## config.mk

```make
export PLATFORM = sky130hd
export DESIGN_NAME = out_ctrl
export DESIGN_NICKNAME = d
export VERILOG_FILES = /design/src/rtl/hpu_pkg.sv /design/src/rtl/fifo_sync.sv /design/src/rtl/out_ctrl.sv
export SDC_FILE = /design/constraint.sdc
export NUM_CORES = 1
export LEC_CHECK = 0
export ABC_CLOCK_PERIOD_IN_PS = 2300
export BUFFER_PORTS_ARGS = -buffer_cell sky130_fd_sc_hd__buf_2
export CORE_ASPECT_RATIO = 0.75
export CORE_MARGIN = 8
export CORE_UTILIZATION = 45
export DETAILED_ROUTE_END_ITERATION = 10
export PLACE_DENSITY = 0.81
export SLEW_MARGIN = 20
export SYNTH_ARGS = -nofsm -noshare
export SYNTH_HDL_FRONTEND = slang
export SYNTH_SLANG_ARGS = --single-unit
```

## constraint.sdc

```tcl
create_clock -name clk -period 2.3 [get_ports clk]
set_input_delay 0 -clock clk [delete_from_list [all_inputs] [get_ports clk]]
set_output_delay 0 -clock clk [all_outputs]
set_load 0.005 [all_outputs]
```

## src/rtl/hpu_pkg.sv

```systemverilog
// rtl/hpu_pkg.sv - shared execution-pipeline sizing for exe_ctrl and out_ctrl
package hpu_pkg;

  localparam int HPU_DW    = 32;
  localparam int HPU_ROWS  = 4;
  localparam int HPU_DEPTH = 2;

  // Row counter width; kept here so exe_ctrl and out_ctrl agree on the i-loop size.
  localparam int HPU_ROW_W = (HPU_ROWS > 1) ? $clog2(HPU_ROWS) : 1;

endpackage

```

## src/rtl/fifo_sync.sv

```systemverilog
// rtl/fifo_sync.sv - synchronous register-array FIFO with occupancy count
module fifo_sync
  import hpu_pkg::*;
#(
  parameter int DW    = HPU_DW,
  parameter int DEPTH = HPU_DEPTH,
  localparam int AW   = $clog2(DEPTH),
  localparam int CW   = $clog2(DEPTH + 1)
) (
  input  logic          clk,
  input  logic          rst,
  input  logic          push,
  input  logic          pop,
  input  logic [DW-1:0] wdata,
  output logic [DW-1:0] rdata,
  output logic [CW-1:0] count,
  output logic          full,
  output logic          empty
);

  logic [DW-1:0] mem [DEPTH];
  logic [AW-1:0] wptr;
  logic [AW-1:0] rptr;

  // Callers gate push against full themselves, so push here is always accepted.
  always_ff @(posedge clk) begin
    if (push) mem[wptr] <= wdata;
  end

  always_ff @(posedge clk) begin
    if (rst) begin
      wptr  <= '0;
      rptr  <= '0;
      count <= '0;
    end else begin
      if (push) wptr <= wptr + AW'(1);
      if (pop)  rptr <= rptr + AW'(1);
      count <= count + CW'(push) - CW'(pop);
    end
  end

  assign rdata = mem[rptr];
  assign full  = (count == CW'(DEPTH));
  assign empty = (count == '0);

endmodule

```

## src/rtl/out_ctrl.sv

```systemverilog
// rtl/out_ctrl.sv - row result buffer, credit back-pressure and batch completion
module out_ctrl
  import hpu_pkg::*;
#(
  parameter int DW    = HPU_DW,
  parameter int ROWS  = HPU_ROWS,
  parameter int DEPTH = HPU_DEPTH
) (
  input  logic          clk,
  input  logic          rst,
  input  logic          k_init,
  input  logic          k_fin,
  input  logic [DW-1:0] k_data,
  output logic          out_busy,
  output logic          out_fin,
  output logic          m_valid,
  input  logic          m_ready,
  output logic [DW-1:0] m_data,
  output logic          m_last,
  output logic          ovf
);

  localparam int CW = $clog2(DEPTH + 1);
  localparam int RW = (ROWS == HPU_ROWS) ? HPU_ROW_W : $clog2(ROWS);
  localparam logic [CW:0]   CREDITS  = (CW + 1)'(DEPTH);
  localparam logic [RW-1:0] LAST_ROW = RW'(ROWS - 1);

  logic [CW-1:0] count;
  logic [CW:0]   credit_use;
  logic [RW-1:0] row;
  logic          full;
  logic          empty;
  logic          push;
  logic          pop;
  logic          inflight;

  fifo_sync #(
    .DW    (DW),
    .DEPTH (DEPTH)
  ) u_fifo (
    .clk   (clk),
    .rst   (rst),
    .push  (push),
    .pop   (pop),
    .wdata (k_data),
    .rdata (m_data),
    .count (count),
    .full  (full),
    .empty (empty)
  );

  assign m_valid = !empty;
  assign pop     = m_valid & m_ready;
  assign push    = k_fin & (!full | pop);
  assign m_last  = m_valid & (row == LAST_ROW);

  // Registers only: upstream gates k_init on out_busy, so no input may reach it.
  assign credit_use = {1'b0, count} + {{CW{1'b0}}, inflight};
  assign out_busy   = (credit_use >= CREDITS);

  always_ff @(posedge clk) begin
    if (rst) begin
      inflight <= 1'b0;
      row      <= '0;
      out_fin  <= 1'b0;
      ovf      <= 1'b0;
    end else begin
      if (k_init)     inflight <= 1'b1;
      else if (k_fin) inflight <= 1'b0;
      if (pop) row <= (row == LAST_ROW) ? '0 : row + RW'(1);
      out_fin <= pop & m_last;
      if (k_fin & ((full & !pop) | !inflight)) ovf <= 1'b1;
    end
  end

endmodule

```

==> reports/results.ini <==
[sta]
clock.fmax_ghz = 0.5472
setup_violations = 0
finalCritPeriodShare_pct = 79.45
tns_ps = 0
fin_worst_skew_ps = 7.352
rsz0062_at_grt = false
fin_ws_ps = 472.7
slew_headroom_pct = 40.88
min_period_ps = 1827
hold_viol = 0
slew_viol_final = 0
worstMarginPinSlew_ps = 884.7

[grt]
gr-total-overflow = 0
grt_pass1_wl_microns = 8583
track_usage_pct = 12.47
antenna_found_initial = 0
grt_pass1_vias = 1736
grt_max_degree = 33

[worst_setup_path]
critPathMaxStageDelay_ps = 680
worstPathArrival_ps = 1780
slowest_stage = nor2_4
critPathRequiredTime_ps = 2250
rr_startpoint = u_fifo.count[0]
criticalPathCategory = flop to flop
timing.rr.end = u_fifo.mem[0][29]
crit_buf_inv = 0
reg2reg_depth = 3
start_kind = flop
crit_chain = or3b_1 -> nand2_4 -> nor2_4
crit_family = simple AND/OR/NAND/NOR gates
worstSetupEndpointType = flop
cp.depth = 3
r2r_slack_ps = 470
crit_path_max_fanout = 32
startpoint = u_fifo.count[0]

[clock_network]
cts_buffers = 9
post-cts-setup-buffers = 0
clk-insertion-delay-late_ps = 330
clkSlewWorstSetupHoldPaths_ps = 70
cts_tree = yes
clock_path_buffers = 2
htreeDepth = 3
cts.sinks = 74
root_buffer = clkbuf_8

[yosys]
avgSynthCellArea_sq_um = 18.69
syn_area_sq_mm = 0.002766
ys_ff_latch = 74
synth.distinct_cells = 28
ys_seq_area_share_pct = 76.71
syn_nets = 187
yosys_warnings = 0
synthCells = 148

[run]
max_cap_violations = 0

[final_layout]
drive_gt1_share_pct = 48.13
antennaDiodeCount = 0
nNetsFinal = 302
area_delta_synth_final_pct = 36.91
fin_cells = 346

[route]
met2WireLength_microns = 2482
routedWlPerCell_microns = 15.38
via_per_inst = 4.682
first_pass_iters = 4
drcViolationCount = 0
met1_length_microns = 2345
first_iter_violations = 47
wl_met3_microns = 492
wirelength_microns = 5320
vias = 1620
ant_nets = 0
top_layer = met3

[min_path]
hold_start = m_ready
whs_endpoint = row[0]
hold-path-cell-count = 4
holdCritPathClass = input port to flop

[place]
dp.cells = 294
place_ws_ps = 448.6
port_buffers = 73
place.gp.congestion = 0.6758
dpl.hpwl_microns = 3466

[floorplanning]
core_area_sq_mm = 0.005886
io-pin-count = 74
dieArea_sq_mm = 0.008938
start_util_pct = 47.00
die_h_microns = 83.90
num_rows = 24
die_w_microns = 106.5

[run_status]
status = complete, no violations

[pwr]
p_leak_uw = 0.001491
p_total_uw = 3602
ir_worst_vdd_mv = 0.7226
powerDensity_mw_per_mm2 = 951.2

worst max-delay path by stage:
stage | to | slack, ps
after global routing | u_fifo.mem[0][29] | 310
after floorplan | u_fifo.mem[0][0] | 400
after CTS | u_fifo.mem[0][22] | 410
final | u_fifo.mem[0][29] | 470
after detailed placement | u_fifo.mem[0][13] | 450
after global placement | u_fifo.mem[0][13] | 470
area by class of cell:
| cell class | count | area [sq um] |
|---|---|---|
| clock buffers | 10 | 127.6 |
| clock inverters | 6 | 90.09 |
| fillers | 440 | 2098 |
| inverters | 3 | 11.26 |
| multi-input cells | 65 | 605.6 |
| flip-flops and latches | 74 | 2122 |
| well taps | 78 | 97.59 |
| repair buffers | 110 | 733.2 |
worst register-to-register path, delay by kind of cell (launching register included):
kind,cells,cell delay [ps]
AND/OR/NAND/NOR,3,1040
flip-flops,1,390
power by group:
group	switching (uW)	leakage [uW]	internal [uW]
Combinational	394	0.000702	439
Clock	454	0.000107	615
Sequential	56.3	0.000681	1640
cells in the final DEF (no fill, tap or decap):
| cell type | netlist | final |
|---|---|---|
| inv_1 | 3 | 3 |
| nor3b_2 | 1 | 1 |
| clkinv_4 | 0 | 1 |
| nand2_4 | 1 | 1 |
| nand3_1 | 1 | 1 |
| bufinv_16 | 0 | 2 |
| buf_2 | 4 | 73 |
| nor3b_1 | 1 | 1 |
| dfxtp_1 | 10 | 10 |
| clkinvlp_4 | 0 | 1 |
| and3_2 | 1 | 1 |
| nor2_1 | 6 | 5 |
| o21ai_1 | 1 | 1 |
| ha_1 | 2 | 2 |
| or3_1 | 1 | 1 |
| clkbuf_8 | 0 | 9 |
| inv_6 | 0 | 1 |
| or3b_1 | 1 | 1 |
| o21ba_1 | 1 | 1 |
| nor2_4 | 0 | 1 |
| mux2_4 | 1 | 1 |
| dlygate4sd3_1 | 0 | 36 |
| mux2_2 | 32 | 32 |
| edfxtp_1 | 64 | 64 |
| mux2i_1 | 1 | 1 |
| nor2b_1 | 2 | 2 |
| buf_4 | 0 | 1 |
| a21oi_1 | 5 | 5 |
| xor2_1 | 2 | 2 |
| nand2_1 | 1 | 1 |
| clkinv_2 | 0 | 1 |
| a21boi_2 | 1 | 1 |
| clkbuf_1 | 1 | 1 |
| a21o_2 | 1 | 1 |
| and2_1 | 1 | 1 |
| or2_2 | 1 | 1 |
synth_stat cells:
cell,count,area [sq um]
inv_1,3,11.26
a21oi_1,5,25.02
a21o_2,1,8.760
nor2b_1,2,12.51
xor2_1,2,17.52
dfxtp_1,10,200.2
nand2_4,1,11.26
o21ba_1,1,10.01
mux2_2,32,360.4
or3b_1,1,8.760
nor3b_2,1,12.51
buf_6,1,11.26
nor3b_1,1,7.510
or2_2,1,6.260
nand3_1,1,5.000
ha_1,2,25.02
a21boi_2,1,11.26
buf_2,4,20.02
and3_2,1,7.510
o21ai_1,1,5.000
mux2i_1,1,10.01
nand2_1,1,3.750
nor2_1,6,22.52
mux2_4,1,15.01
edfxtp_1,64,1922
and2_1,1,6.260
clkbuf_1,1,3.750
or3_1,1,6.260
through the flow:
step	area, sq um	util (%)	hold WS, ps
after floorplan	2769	-	98.87
after detailed placement	3209	54.53	193.2
after global placement	3209	54.53	189.6
after global routing	3787	64.35	154.3
after CTS	3787	64.35	84.95
final	3787	64.35	117.7
flip-flops by register name, indices dropped and copies added, names as in the netlist, named ones only:
name          flops
ovf               1
out_fin           1
u_fifo.mem       64
inflight          1
row               2
u_fifo.wptr       1
u_fifo.count      2
u_fifo.rptr       1
cell families after synthesis:
kind of cell / count (synthesis) / synth area share (%)
fa+ha+maj: 2 / 0.9044
mux: 34 / 13.93
flops: 74 / 76.71
xor+xnor: 2 / 0.6333
simple gates: 18 / 3.980
buf+inv: 9 / 1.673
compound gates: 9 / 2.171
layer usage:
layer,GRT usage (%),vias up
met2,19.16,62
li1,-,788
met5,0,-
met3,7.253,0
met1,14.44,770
met4,3.439,0
repair_timing:
| action | in CTS | in global routing |
|---|---|---|
| hold buffers | 36 | 0 |
| endpoints found under the hold margin | 72 | 0 |
| resized for setup | 0 | 0 |
| endpoints found under the setup margin | 0 | 0 |
Power figures use the tool's default switching activity.
